`src/rtl/debounced_edge_detector_pkg.sv`:
```
// Shared logic-level constants for the input
// conditioning blocks.
package debounced_edge_detector_pkg;

    localparam logic HIGH = 1'b1;
    localparam logic LOW  = 1'b0;

endpackage

```
`src/rtl/debounced_edge_detector_debounce_filter.sv`:
```
// Two-flop synchroniser plus a consecutive-sample
// debounce counter producing a clean registered level.
module debounce_filter
    import debounced_edge_detector_pkg::*;
#(
    parameter int unsigned CYCLES     = 255,
    parameter logic        IDLE_LEVEL = HIGH
) (
    input  logic clk,
    input  logic reset_low,
    input  logic bit_in,
    output logic bit_out
);

    localparam int CW =
        ($clog2(CYCLES) < 1) ? 1 : $clog2(CYCLES);
    localparam logic [CW-1:0] LAST = CW'(CYCLES - 1);

    logic          sync1 = IDLE_LEVEL;
    logic          sync2 = IDLE_LEVEL;
    logic          level = IDLE_LEVEL;
    logic [CW-1:0] count = '0;

    // Any agreeing sample restarts the count, so only
    // an unbroken run of CYCLES samples flips the level.
    always_ff @(posedge clk) begin
        if (!reset_low) begin
            sync1 <= IDLE_LEVEL;
            sync2 <= IDLE_LEVEL;
            level <= IDLE_LEVEL;
            count <= '0;
        end else begin
            sync1 <= bit_in;
            sync2 <= sync1;
            if (sync2 == level) begin
                count <= '0;
            end else if (count == LAST) begin
                level <= sync2;
                count <= '0;
            end else begin
                count <= count + 1'b1;
            end
        end
    end

    assign bit_out = level;

endmodule

```
`src/rtl/debounced_edge_detector.sv`:
```
// Debounced level plus single-cycle rise/fall strobes
// for one asynchronous, bouncy input line.
module debounced_edge_detector
    import debounced_edge_detector_pkg::*;
#(
    parameter int unsigned CYCLES     = 255,
    parameter logic        IDLE_LEVEL = HIGH
) (
    input  logic clk,
    input  logic reset_low,
    input  logic bit_in,
    output logic bit_out,
    output logic pos_edge,
    output logic neg_edge
);

    logic level;
    logic prev = IDLE_LEVEL;

    debounce_filter #(
        .CYCLES     (CYCLES),
        .IDLE_LEVEL (IDLE_LEVEL)
    ) u_filter (
        .clk       (clk),
        .reset_low (reset_low),
        .bit_in    (bit_in),
        .bit_out   (level)
    );

    always_ff @(posedge clk) begin
        if (!reset_low) begin
            prev <= IDLE_LEVEL;
        end else begin
            prev <= level;
        end
    end

    assign bit_out  = level;
    assign pos_edge = reset_low & level & ~prev;
    assign neg_edge = reset_low & ~level & prev;

endmodule

```
`config.mk`:
```
export PLATFORM = sky130hd
export DESIGN_NAME = debounced_edge_detector
export DESIGN_NICKNAME = d
export VERILOG_FILES = /design/src/rtl/debounced_edge_detector_pkg.sv /design/src/rtl/debounced_edge_detector_debounce_filter.sv /design/src/rtl/debounced_edge_detector.sv
export SDC_FILE = /design/constraint.sdc
export NUM_CORES = 1
export LEC_CHECK = 0
export CORE_MARGIN = 5
export CORE_UTILIZATION = 35
export CTS_BUF_LIST = sky130_fd_sc_hd__clkbuf_8
export DETAILED_ROUTE_END_ITERATION = 8
export GPL_ROUTABILITY_DRIVEN = 0
export SLEW_MARGIN = 5
export SYNTH_ARGS = -nofsm -noshare
export SYNTH_HDL_FRONTEND = slang
export SYNTH_SLANG_ARGS = --single-unit
```
`constraint.sdc`:
```
create_clock -name clk -period 1.72 [get_ports clk]
set_input_delay 0.344 -clock clk [delete_from_list [all_inputs] [get_ports clk]]
set_output_delay 0.344 -clock clk [all_outputs]
set_load 0.1 [all_outputs]
```
==> impl_metrics.yaml, run 1 <==
global_route:
  grt_overflow_total: 0
  grt_pass1_wl_microns: 1780
  grt_pass1_vias: 404
  grt_usage: 0.0945
  antenna_found_initial: 0
  grt_max_degree: 9
finish:
  antenna_cells: 0
  area_growth_pct: 34.4
  fin_nets: 76
  drive_gt1_frac: 0.186
  multi_input_area_sq_um: 280
  post-route-cell-area_sq_um: 703
  fill_cells: 147
  most-common-layout-cells: "11 x dfxtp_1, 8 x nand2_1, 4 x nand2b_1, 4 x a31oi_1, 4 x clkbuf_8"
  layout_commonest_cell: "dfxtp_1"
  seq_area_sq_um: 241
drt:
  ant_nets: 0
  drt-met1-wl_microns: 473
  drt-total-wl_microns: 1050
  drt-pass1-iter-count: 4
  vias_per_cell: 5.47
  wl_met2_microns: 484
  drt_iter0_drc: 15
  highest_layer: "met4"
  wl_met3_microns: 71
  num_vias: 470
  wl_per_cell_microns: 12.2
  remaining_drc_errors: 0
sta:
  maxSlewViolCount: 0
  max_slew.worst_pin.slew_ns: 0.300
  hold_viol_final: 0
  post-route-period-util: 0.930
  fin_tns_setup_ns: 0
  fin_skew_ns: 0.00158
  fin_crit_ns: 1.60
  slew_headroom: 0.800
  fmax_mhz: 625
  finalSetupViolCount: 0
  rsz0062_at_grt: "false"
floorplan:
  die_area_sq_um: 2370
  die_h_microns: 48.7
  ios: 6
  coreArea_sq_um: 1450
  rows: 14
  fp.dieW_microns: 48.7
  start_util: 0.360
worst_setup_path:
  crit_arrival_ns: 1.26
  required_ns: 1.38
  reg2reg_from: "u_filter.count[1]"
  path_max_fanout: 3
  end_kind: "output port"
  reg2regPathDepth: 4
  crit_type: "primary input to output port"
  regToRegSetupSlack_ns: 0.36
  worstSetupStartpointType: "primary input"
  timing.rr.end: "u_filter.count[4]"
synthesis:
  synth_edf_count: 0
  synth.net_count: 64
  synth_cells: 59
  synthArstFlopShare: 0
  ys_types: 23
  synth_flop_cell: "dfxtp_1"
  ys_seq_area_frac: 0.459
  postSynthAreaPerCell_sq_um: 8.86
  syn_area_sq_um: 523
  ys_ff_latch: 12
  yosysWarnings: 0
clocking:
  cts-root-buf: "clkbuf_8"
  htreeDepth: 1
  clk_latency_ns: 0.24
  cts_sinks: 12
  hold_buffers: 0
  postCtsResizedCells: 0
  cts_made_buffers: 3
  clock_path_buffers: 2
  cts_tree: "built"
  cts.clk_slew.worst_paths_ns: 0.05
  cts_setup_buffers: 0
status:
  status: "finished, final reports clean"
worst_hold_path:
  min_to: "u_filter.sync2"
  whs_path_depth: 1
  hp-class: "flip-flop to flip-flop"
  min-delay-start: "u_filter.sync1"
run:
  max_cap_violations: 0
power:
  power_density_nw_per_um2: 856
  peakVddDrop_mv: 0.523
  p_leak_nw: 0.246
place:
  placed_area_sq_um: 648
  dpl.hpwl_microns: 764
  numPortBuffers: 5
[per-layer routing]
metal	global-route usage	vias to the layer above
met5	0	-
met4	0.0538	0
met3	0.0337	4
met2	0.128	16
met1	0.127	213
li1	-	237
[metrics by stage]
stage	hold slack, ns	cells	setup slack, ns	power (mW)	util
after floorplan	0.386	59	0.0853	0.293	-
after global placement	0.413	82	0.149	0.303	0.446
after detailed placement	0.410	82	0.110	0.303	0.446
after CTS	0.435	86	0.104	0.614	0.484
after global routing	0.462	86	0.0575	0.631	0.484
final	0.429	86	0.120	0.602	0.484
[flip-flops by register name (all words and copies together) (netlist names)]
| register | flops |
|---|---|
| u_filter.bit_out | 1 |
| u_filter.sync1 | 1 |
| u_filter.sync2 | 1 |
| prev | 1 |
| u_filter.count | 8 |
[layout make-up]
cell class	instances	share of cell area
inverter	3	0.0160
timing repair buffer	7	0.135
clock buffer	4	0.0783
sequential	12	0.343
tap	16	0.0285
multi-input combinational	44	0.399
[power breakdown]
group / internal (mW) / switching (mW) / total [mW]
Combinational: 0.00847 / 0.00603 / 0.0145
Sequential: 0.281 / 0.00129 / 0.282
Clock: 0.202 / 0.103 / 0.305
[worst max path at each step]
stage,slack [ns],from,cells past startpoint,to
final,0.12,reset_low,4,neg_edge
after global routing,0.06,reset_low,4,neg_edge
after CTS,0.10,reset_low,4,neg_edge
after detailed placement,0.11,reset_low,4,neg_edge
after global placement,0.15,reset_low,4,neg_edge
after floorplan,0.09,u_filter.bit_out,1,pos_edge
[cell usage after synthesis (2+ instances only)]
| cell | instances | share of area |
|---|---|---|
| a21oi_1 | 2 | 0.019 |
| a31oi_1 | 4 | 0.048 |
| and3_1 | 2 | 0.024 |
| dfxtp_1 | 12 | 0.46 |
| ha_1 | 2 | 0.048 |
| inv_1 | 3 | 0.022 |
| nand2_1 | 8 | 0.057 |
| nand2b_1 | 4 | 0.048 |
| nand3_1 | 3 | 0.029 |
| nand4_1 | 2 | 0.024 |
| nor2_1 | 2 | 0.014 |
| nor3_1 | 3 | 0.029 |
| or3_1 | 2 | 0.024 |
[kinds of logic after synthesis]
| group | synth area share |
|---|---|
| and+or+nand+nor | 0.316 |
| buffers and inverters | 0.0215 |
| AOI/OAI and AO/OA | 0.122 |
| xor gates and xnor gates | 0.0335 |
| DFF | 0.459 |
| adders and majority gates | 0.0478 |
[critical path, stage by stage]
cell and delay, ns:
clkdlybuf4s50_1 0.50, nand2b_1 0.11, nor2_4 0.12, buf_12 0.18
No activity file was read; power rests on OpenSTA's default activity.
==> inputs of run 2 (changes only) <==
==> constraint.sdc (replaced) <==
create_clock -name clk -period 1.5 [get_ports clk]
set_input_delay 0.3 -clock clk [delete_from_list [all_inputs] [get_ports clk]]
set_output_delay 0.3 -clock clk [all_outputs]
set_load 0.1 [all_outputs]
==> impl_metrics.yaml, run 2 (synthesis results as in run 1) <==
status:
  status: "finished, final reports clean"
power:
  peakVddDrop_mv: 0.791
  p_leak_nw: 0.247
  power_density_nw_per_um2: 881
drt:
  drt_iter0_drc: 7
  drt-total-wl_microns: 1050
  num_vias: 462
  ant_nets: 0
  drt-pass1-iter-count: 4
  remaining_drc_errors: 0
  vias_per_cell: 5.31
  wl_per_cell_microns: 12.1
finish:
  antenna_cells: 0
  fin_nets: 78
  area_growth_pct: 35.2
  largest_reg_flops: 8
  most-common-layout-cells: "11 x dfxtp_1, 8 x nand2_1, 4 x nand2b_1, 4 x a31oi_1, 4 x buf_4"
  final_util: 0.486
  drive_gt1_frac: 0.197
  final_cells: 87
  regMostFlops: "u_filter.count"
  layout_commonest_cell: "dfxtp_1"
sta:
  hold_viol_final: 0
  slew_headroom: 0.810
  fin_tns_setup_ns: 0
  post-route-period-util: 0.928
  max_slew.worst_pin.slew_ns: 0.285
  fin_crit_ns: 1.39
  maxSlewViolCount: 0
  rsz0062_at_grt: "false"
  fmax_mhz: 718
  finalSetupViolCount: 0
  fin_skew_ns: 0.00110
clocking:
  clk_latency_ns: 0.23
  cts_sinks: 12
  cts_tree: "built"
  clock_path_buffers: 2
  cts_made_buffers: 3
  cts-root-buf: "clkbuf_8"
  htreeDepth: 1
  cts_setup_buffers: 0
  cts.clk_slew.worst_paths_ns: 0.05
floorplan:
  rows: 14
  die_area_sq_um: 2370
  fp.dieW_microns: 48.7
  coreArea_sq_um: 1450
  start_util: 0.360
  ios: 6
  die_h_microns: 48.7
place:
  numPortBuffers: 5
  dpl.hpwl_microns: 804
  post-place-cells: 84
global_route:
  antenna_found_initial: 0
  grt_max_degree: 9
  grt_pass1_vias: 426
  grt_usage: 0.0966
  grt_pass1_wl_microns: 1870
  grt_overflow_total: 0
worst_setup_path:
  reg2reg_from: "u_filter.count[1]"
  path_max_fanout: 5
  required_ns: 1.20
  crit_arrival_ns: 1.09
  worstSetupStartpointType: "flip-flop"
  end_kind: "output port"
  regToRegSetupSlack_ns: 0.18
  timing.rr.end: "u_filter.count[4]"
  crit_type: "flip-flop to output port"
  reg2regPathDepth: 4
run:
  max_cap_violations: 0
worst_hold_path:
  hp-class: "flip-flop to flip-flop"
  whs_path_depth: 1
  min_to: "u_filter.sync2"
  min-delay-start: "u_filter.sync1"
[run 2: cell types whose count changed in the layout (fill, tap and decap cells not counted)]
cell / delta
and3_4: +1
dlygate4sd2_1: +1
and3_2: -1
clkdlybuf4s50_1: -1
buf_4: +2
clkbuf_8: -1
[run 2: layout make-up]
cell class | count | area, sq um
tap | 16 | 20.0
fill | 135 | 747
multi-input combinational | 44 | 284
timing repair buffer | 9 | 109
inverter | 3 | 11.3
sequential | 12 | 241
clock buffer | 3 | 41.3
[run 2: through the flow]
| stage | setup slack (ns) | power (mW) | instance area [sq um] | hold slack (ns) |
|---|---|---|---|---|
| global route | 0.0114 | 0.650 | 707 | 0.464 |
| detailed placement | -0.0151 | 0.348 | 667 | 0.441 |
| global placement | 0.00549 | 0.347 | 667 | 0.416 |
| finish | 0.107 | 0.623 | 707 | 0.453 |
| CTS | 0.0896 | 0.635 | 707 | 0.464 |
| floorplan | -0.0348 | 0.336 | 537 | 0.372 |
[run 2: where the power goes]
part	switching, mW	internal [mW]	leakage, nW	total (mW)
clock network	0.107	0.176	0.0216	0.283
logic	0.00699	0.00873	0.129	0.0157
registers	0.00159	0.323	0.0968	0.324
total	0.116	0.508	0.247	0.623
[run 2: repair_timing]
item                                    in CTS  in global routing
hold buffers                                 0                  0
endpoints found under the setup margin       1                  0
resized for setup                            1                  0
[run 2: per-layer routing]
metal | wire (microns) | GRT usage
met5 | 0 | 0
met1 | 449 | 0.114
met2 | 528 | 0.157
met4 | 0 | 0.0135
met3 | 76 | 0.0521
[run 2: worst max-delay path, cell delays in order, from the launching register on]
cell and delay, ns:
dfxtp_2 0.35, nand2b_1 0.19, nor2_4 0.14, buf_12 0.18
[run 2: worst max-delay path by stage]
| stage | start | endpoint | slack, ns | depth (start not counted) |
|---|---|---|---|---|
| global placement | reset_low | neg_edge | 0.005 | 4 |
| finish | u_filter.bit_out | neg_edge | 0.11 | 3 |
| global route | u_filter.count[1] | u_filter.bit_out | 0.01 | 4 |
| detailed placement | reset_low | neg_edge | -0.02 | 4 |
| CTS | u_filter.bit_out | neg_edge | 0.09 | 3 |
| floorplan | u_filter.bit_out | neg_edge | -0.03 | 2 |
